===== config.mk =====
export PLATFORM = sky130hd
export DESIGN_NAME = reset_button_ctrl
export DESIGN_NICKNAME = d
export VERILOG_FILES = /design/src/rtl/reset_button_ctrl_debounce.sv /design/src/rtl/reset_button_ctrl.sv
export SDC_FILE = /design/constraint.sdc
export NUM_CORES = 1
export LEC_CHECK = 0
export ABC_CLOCK_PERIOD_IN_PS = 2870
export CAP_MARGIN = 20
export CORE_AREA = 2 2 92 94
export CTS_CLUSTER_SIZE = 20
export DETAILED_ROUTE_END_ITERATION = 8
export DIE_AREA = 0 0 94 96
export GPL_TIMING_DRIVEN = 0
export PLACE_DENSITY_LB_ADDON = 0.15
export SLEW_MARGIN = 20
export SYNTH_ARGS = -nofsm -noshare
export SYNTH_HDL_FRONTEND = slang
export SYNTH_SLANG_ARGS = --single-unit

===== constraint.sdc =====
create_clock -name clk -period 2.87 [get_ports clk]
set_clock_uncertainty 0.05 [all_clocks]
set_input_delay 0.574 -clock clk [delete_from_list [all_inputs] [get_ports clk]]
set_output_delay 0.574 -clock clk [all_outputs]
set_load 0.005 [all_outputs]

===== src/rtl/reset_button_ctrl_debounce.sv =====
// Pushbutton synchronizer plus debounce filter; btn_db is the filtered
// "pressed" level and only changes after DEBOUNCE_CYCLES consecutive disagreeing samples.
module button_debounce #(
  parameter logic ACTIVE_LEVEL    = 1'b0,
  parameter int   SYNC_STAGES     = 2,
  parameter int   DEBOUNCE_CYCLES = 240000
) (
  input  logic clk,
  input  logic rst_n,
  input  logic btn_pin,
  output logic btn_db
);

  localparam int CntW = $clog2(DEBOUNCE_CYCLES + 1);
  localparam logic [CntW-1:0] CntLast = CntW'(DEBOUNCE_CYCLES - 1);

  logic [SYNC_STAGES-1:0] sync_q;
  logic [CntW-1:0]        cnt_q, cnt_d;
  logic                   db_q, db_d;
  logic                   pressed;

  // Synchronizer idles at the released level so reset never looks like a press.
  always_ff @(posedge clk) begin
    if (!rst_n) begin
      sync_q <= {SYNC_STAGES{~ACTIVE_LEVEL}};
      cnt_q  <= '0;
      db_q   <= 1'b0;
    end else begin
      sync_q <= {sync_q[SYNC_STAGES-2:0], btn_pin};
      cnt_q  <= cnt_d;
      db_q   <= db_d;
    end
  end

  assign pressed = (sync_q[SYNC_STAGES-1] == ACTIVE_LEVEL);

  always_comb begin
    cnt_d = '0;
    db_d  = db_q;
    if (pressed != db_q) begin
      if (cnt_q == CntLast) begin
        db_d = ~db_q;
      end else begin
        cnt_d = cnt_q + CntW'(1);
      end
    end
  end

  assign btn_db = db_q;

endmodule


===== src/rtl/reset_button_ctrl.sv =====
// Reset pushbutton controller: short press or sw_rst_req gives a fixed-length
// force_rst_n pulse, a long hold gives a single long_press event instead.
module reset_button_ctrl #(
  parameter logic ACTIVE_LEVEL      = 1'b0,
  parameter int   SYNC_STAGES       = 2,
  parameter int   DEBOUNCE_CYCLES   = 240000,
  parameter int   RST_PULSE_CYCLES  = 16,
  parameter int   LONG_PRESS_CYCLES = 48000000
) (
  input  logic clk,
  input  logic rst_n,
  input  logic btn_pin,
  input  logic sw_rst_req,
  output logic force_rst_n,
  output logic btn_db,
  output logic long_press
);

  typedef enum logic [1:0] {
    IDLE     = 2'd0,
    HELD     = 2'd1,
    PULSE    = 2'd2,
    WAIT_REL = 2'd3
  } state_e;

  localparam int HoldW  = $clog2(LONG_PRESS_CYCLES + 1);
  localparam int PulseW = $clog2(RST_PULSE_CYCLES + 1);
  localparam logic [HoldW-1:0]  HoldTrip  = HoldW'(LONG_PRESS_CYCLES - 2);
  localparam logic [HoldW-1:0]  HoldMax   = HoldW'(LONG_PRESS_CYCLES - 1);
  localparam logic [PulseW-1:0] PulseLast = PulseW'(RST_PULSE_CYCLES - 1);

  state_e            state_q, state_d;
  logic [HoldW-1:0]  hold_q, hold_d;
  logic [PulseW-1:0] pulse_q, pulse_d;
  logic              force_q, force_d;
  logic              long_q, long_d;
  logic              db_prev_q;
  logic              db_rise;

  button_debounce #(
    .ACTIVE_LEVEL    (ACTIVE_LEVEL),
    .SYNC_STAGES     (SYNC_STAGES),
    .DEBOUNCE_CYCLES (DEBOUNCE_CYCLES)
  ) u_debounce (
    .clk     (clk),
    .rst_n   (rst_n),
    .btn_pin (btn_pin),
    .btn_db  (btn_db)
  );

  assign db_rise = btn_db & ~db_prev_q;

  always_ff @(posedge clk) begin
    if (!rst_n) begin
      state_q   <= IDLE;
      hold_q    <= '0;
      pulse_q   <= '0;
      force_q   <= 1'b1;
      long_q    <= 1'b0;
      db_prev_q <= 1'b0;
    end else begin
      state_q   <= state_d;
      hold_q    <= hold_d;
      pulse_q   <= pulse_d;
      force_q   <= force_d;
      long_q    <= long_d;
      db_prev_q <= btn_db;
    end
  end

  // Outputs are computed one cycle ahead so force_rst_n and long_press leave flops directly.
  always_comb begin
    state_d = state_q;
    hold_d  = hold_q;
    pulse_d = pulse_q;
    force_d = 1'b1;
    long_d  = 1'b0;
    case (state_q)
      IDLE: begin
        if (sw_rst_req) begin
          state_d = PULSE;
          pulse_d = '0;
          force_d = 1'b0;
        end else if (db_rise) begin
          state_d = HELD;
          hold_d  = '0;
        end
      end
      HELD: begin
        if (sw_rst_req || !btn_db) begin
          state_d = PULSE;
          pulse_d = '0;
          force_d = 1'b0;
        end else if (hold_q == HoldTrip) begin
          // The counter reaches its last value on the same edge long_press rises.
          state_d = WAIT_REL;
          hold_d  = HoldMax;
          long_d  = 1'b1;
        end else if (hold_q != HoldMax) begin
          hold_d = hold_q + HoldW'(1);
        end
      end
      PULSE: begin
        if (pulse_q == PulseLast) begin
          state_d = btn_db ? WAIT_REL : IDLE;
        end else begin
          pulse_d = pulse_q + PulseW'(1);
          force_d = 1'b0;
        end
      end
      WAIT_REL: begin
        if (sw_rst_req) begin
          state_d = PULSE;
          pulse_d = '0;
          force_d = 1'b0;
        end else if (!btn_db) begin
          state_d = IDLE;
        end
      end
      default: state_d = IDLE;
    endcase
  end

  assign force_rst_n = force_q;
  assign long_press  = long_q;

endmodule


---- Yosys cells after proc, flatten, opt, wreduce, memory -nomap -nowiden ----
Index checks and enable logic that the tools add are counted.
word-level totals
  logic and storage cells ................. 73
  output and inout port bits .............. 3
  flip-flop bits (word level) ............. 57
operators by class
  eq/ne operators ......................... 19
  reductions and logical operators ........ 11
  muxes and demuxes ....................... 24
  bitwise gates (word level) .............. 7
  $add $sub $neg .......................... 3
operators by type and width
  kind                   count
  $mux 26                5
  $pmux 26 s2            1
  $add 26x1->26 const B  1
  $eq 26x26->1 const B   1
  $ne 26x26->1 const B   1
  $add 18x1->18 const B  1
  $eq 18x18->1 const B   1
  $mux 2                 8
  $mux 5                 3
  $pmux 5 s3             1
  $ne 2x2->1 const B     6
  $ne 3x3->1 const B     4
  $pmux 2 s4             1
  $not 1->1              6
  $reduce_or 3->1        2
  $add 5x1->5 const B    1
  $eq 5x4->1 const B     1
  $reduce_and 5->1       1
  $eq 2x2->1 const B     2
  $mux 1                 4
  $reduce_and 4->1       1
  $pmux 1 s3             1
  $reduce_and 3->1       1
  $eq 2x1->1 const B     1
  other kinds (9)        9

---- Depth between registers and ports, before layout ----
  word-level depth ........................ 5
  depth in mapped cells ................... 8
  mapped depth without buffers ............ 8

---- By module ----
From an unflattened synthesis, not the netlist that was laid out.
second synthesis, totals
  cells, all modules ...................... 377
  area, all modules ....................... 3185.6 um^2
modules (own cells, without submodules)
  module             area an instance (um^2)  cells each  seq. area each (um^2)  instances
  reset_button_ctrl  2243.4                   274         720.7                  1
  button_debounce    942.2                    103         420.4                  1

---- Worst setup path before layout ----
Ideal clock, no wire load.
  kind .................................... reg2reg
  from .................................... register hold_q[10]
  to ...................................... register hold_q[6]
  library setup time ...................... 0.135 ns
  cell stages (with the launch flop) ...... 9
  required time ........................... 2.685 ns
  data arrival time ....................... 2.053 ns
  path slack .............................. 0.631 ns
  path buffers ............................ 3
  path through ............................ dfxtp_1 > buf_6 > or4_1 > or4_1 > buf_6 > o21a_4 > buf_6 > a31oi_1 > a211oi_1
on the way
  word-level cells in the longest chain between the ends .. 4
  elaborated cells between the ends (all ways) .. 7
  classes of those cells .................. 3 x eq/ne; 3 x mux; 1 x reduce/logical
RTL lines
  element                   RTL line                 RTL
  start: declaration        reset_button_ctrl.sv:33  logic [HoldW-1:0] hold_q, hold_d;
  start signal: assignment  reset_button_ctrl.sv:63  hold_q <= hold_d;
  $eq 26x26->1              reset_button_ctrl.sv:94  end else if (hold_q == HoldTrip) begin
  $mux 26                   reset_button_ctrl.sv:94
  $mux 26                   reset_button_ctrl.sv:90  if (sw_rst_req || !btn_db) begin
  $pmux 26 s2               reset_button_ctrl.sv:78  case (state_q)
Parallel ways exist; a longest one is shown, timed or not. The select of a mux whose other input is x is not followed.
A chain may end at the register's enable or synchronous reset.

---- Final worst setup path ----
  from .................................... register state_q[0]
  to ...................................... register hold_q[11]
on the way
  word-level cells in the longest chain between the ends .. 3
  elaborated cells between the ends (all ways) .. 9
  classes of those cells .................. 5 x eq/ne; 1 x mux; 3 x reduce/logical
RTL lines
  element                                        RTL line                 RTL
  start: declaration                             reset_button_ctrl.sv:32  state_e state_q, state_d;
  start signal: assignment                       reset_button_ctrl.sv:62  state_q <= state_d;
  $eq 2x1->1 or $logic_not 2->1 (tied branches)  reset_button_ctrl.sv:78
  $ne 3x3->1 (no line) (tied with other cells)   --
  $reduce_and 5->1 (no line)                     --
Parallel ways exist; a longest one is shown, timed or not.

==> results.json <==
{
  "top_usage_layer": "met2",
  "worstSetupPathType": "flop to flop",
  "hpwlAfterDp_mm": 5.51,
  "grt_overflow_total": 0,
  "crit_path_start_kind": "flop",
  "setup_tns_ns": 0,
  "yosysWarningCount": 0,
  "firstDrtPassIters": 7,
  "hold_viol": 0,
  "finalSetupViolations": 0,
  "groute.layer.met2.usage": 0.288,
  "postCtsSetupRepairBufs": 0,
  "multiInputGateArea_um2": 1830,
  "rsz0062_at_grt": "no",
  "worst-path-max-fanout": 7,
  "cts_root_buf": "clkbuf_8",
  "ys_seq_area_frac": 0.360,
  "cts_buffers": 9,
  "max_slew_margin": 0.367,
  "io_pins": 7,
  "seq_area_um2": 1140,
  "area_growth_pct": 11.5,
  "core_um2": 8050,
  "vias": 2874,
  "final_common_cell": "dfxtp_1",
  "ir_worst_vdd_mv": 0.258,
  "arrival_ns": 2.78,
  "synth_seq_cells": 57,
  "synth_nets": 394,
  "cts_htree_levels": 3,
  "dieArea_um2": 9020,
  "nets": 409,
  "synth_ff_type": "dfxtp_1",
  "cts.hold.buffers_added": 0,
  "grt_pass1_wl_mm": 13.4,
  "fill_cells": 838,
  "postPlaceCellArea_um2": 3340,
  "num_rows": 33,
  "initial_core_util": 0.393,
  "status": "complete, no violations",
  "max-cap-violations": 0,
  "die_h_um": 96,
  "fin_area_um2": 3530,
  "clk_pin_slew_ns": 0.07,
  "hp-class": "flop to flop",
  "drt_iter0_drc": 185,
  "gp_congestion": 0.868,
  "worstMarginPinSlew_ns": 0.943,
  "fmax_ghz": 0.392,
  "required_ns": 3.09,
  "power.leakage_uw": 0.00110,
  "ctsLongestPathBuffers": 2,
  "grtUsageTotal": 0.190,
  "min_period_ns": 2.55,
  "grt_max_degree": 11,
  "drcViolationCount": 0,
  "die_x_um": 94,
  "antenna_cells": 0,
  "period_share": 0.890,
  "final_cell_mix": "dfxtp_1 (57), nor2_1 (39), nand2_1 (33)",
  "cts_sinks": 57,
  "totalWireLength_mm": 8.01,
  "worstSkewPairLatency_ns": 0.34,
  "vias_per_cell": 5.69,
  "synth_cells": 381,
  "antenna_found_initial": 0,
  "layout-drive-gt1-share": 0.110,
  "netlist_area_um2": 3170,
  "slew_violations": 0,
  "powerDensity_nw_per_um2": 502,
  "syn_area_per_cell_um2": 8.31,
  "routedWlPerCell_um": 15.9,
  "postRouteAntennaNets": 0,
  "synthArstFlopShare": 0,
  "cts_tree": "done",
  "grt_pass1_vias": 2667,
  "numPortBuffers": 4,
  "use_met1": 0.260,
  "ys_types": 65,
  "end_kind": "flop",
  "cts_resized": 0,
  "synth_edf_count": 0,
  "met3_usage": 0.0423
}
sequential cells by signal, summed over array words and instances (netlist names):
signal,flops
hold_q,26
force_rst_n,1
pulse_q,5
db_prev_q,1
u_debounce.cnt_q,18
state_q,2
u_debounce.sync_q,2
u_debounce.btn_db,1
long_press,1
power breakdown:
part	internal [uW]	total (uW)	switching (uW)
registers	802	811	9.64
logic	75.6	201	125
clock network	418	762	344
layout make-up:
class	instances	share of cell area
Clock inverter	5	0.0159
Clock buffer	10	0.0390
Timing Repair Buffer	4	0.0113
Inverter	14	0.0149
Tap cell	105	0.0372
Sequential cell	57	0.323
Buffer	21	0.0400
Multi-Input combinational cell	289	0.519
final timing paths:
check	end	slack, ns	cells after the start	from
min	u_debounce.sync_q[1]	0.36	1	u_debounce.sync_q[0]
max reg2reg	hold_q[11]	0.32	7	state_q[0]
max	hold_q[11]	0.32	7	state_q[0]
min reg2reg	u_debounce.sync_q[1]	0.36	1	u_debounce.sync_q[0]
cell families after synthesis:
kind of cell	after synthesis	synth area share
xor gates and xnor gates	17	0.0470
buffers and inverters	35	0.0612
and+or+nand+nor	171	0.283
AOI/OAI and AO/OA	89	0.203
DFF	57	0.360
adders and majority gates	9	0.0356
muxes	3	0.00948
worst max-delay path: stages (launching register included):
cell and delay (ns):
dfxtp_1 0.35, inv_1 0.09, ha_1 0.32, nor2_1 0.11, a2111oi_4 0.50, o211ai_1 0.38, or3b_2 0.55, a21oi_1 0.14
routing by layer:
metal,up-vias,wire length (um)
li1,1421,-
met1,1357,3910
met2,77,3500
met3,19,409
met4,0,188
met5,-,0
cell usage after synthesis, drive strengths merged (2+ instances only):
cell type	count	area, um^2
or3	5	31.3
dfxtp	57	1140
or3b	2	17.5
or4	3	22.5
o21a	4	37.5
a2bb2oi	2	17.5
a211oi	6	45.0
xnor2	7	61.3
o221a	2	22.5
and4	3	27.5
or2	3	21.3
mux2i	3	30.0
nand4b	2	17.5
nor3	10	50.1
and3	6	38.8
buf	8	80.1
nor3b	2	15.0
and2	4	25.0
nor2	40	153
a41oi	3	26.3
nand2b	5	31.3
a21boi	2	18.8
xor2	10	87.6
nand2	33	124
a21oi	17	96.4
nor2b	2	12.5
a32o	2	20.0
and4b	2	21.3
nand4	18	113
clkbuf	13	61.3
inv	13	48.8
o211ai	3	22.5
nand3	21	105
ha	9	113
o22ai	4	25.0
o41ai	2	17.5
o21ai	28	151
a31oi	8	65.1
nor4	7	43.8
per-stage QoR:
step | setup slack [ns] | hold WS [ns] | total power (uW) | util | instances
2_1_floorplan | 0.631 | 0.336 | 975 | - | 381
3_3_place_gp | 0.322 | 0.338 | 1030 | 0.415 | 490
3_5_place_dp | 0.338 | 0.347 | 1030 | 0.415 | 490
4_1_cts | 0.302 | 0.364 | 1780 | 0.439 | 505
5_1_grt | 0.120 | 0.385 | 1850 | 0.439 | 505
6_report | 0.316 | 0.359 | 1770 | 0.439 | 505
Note: power is estimated with default switching activity, not from simulation.
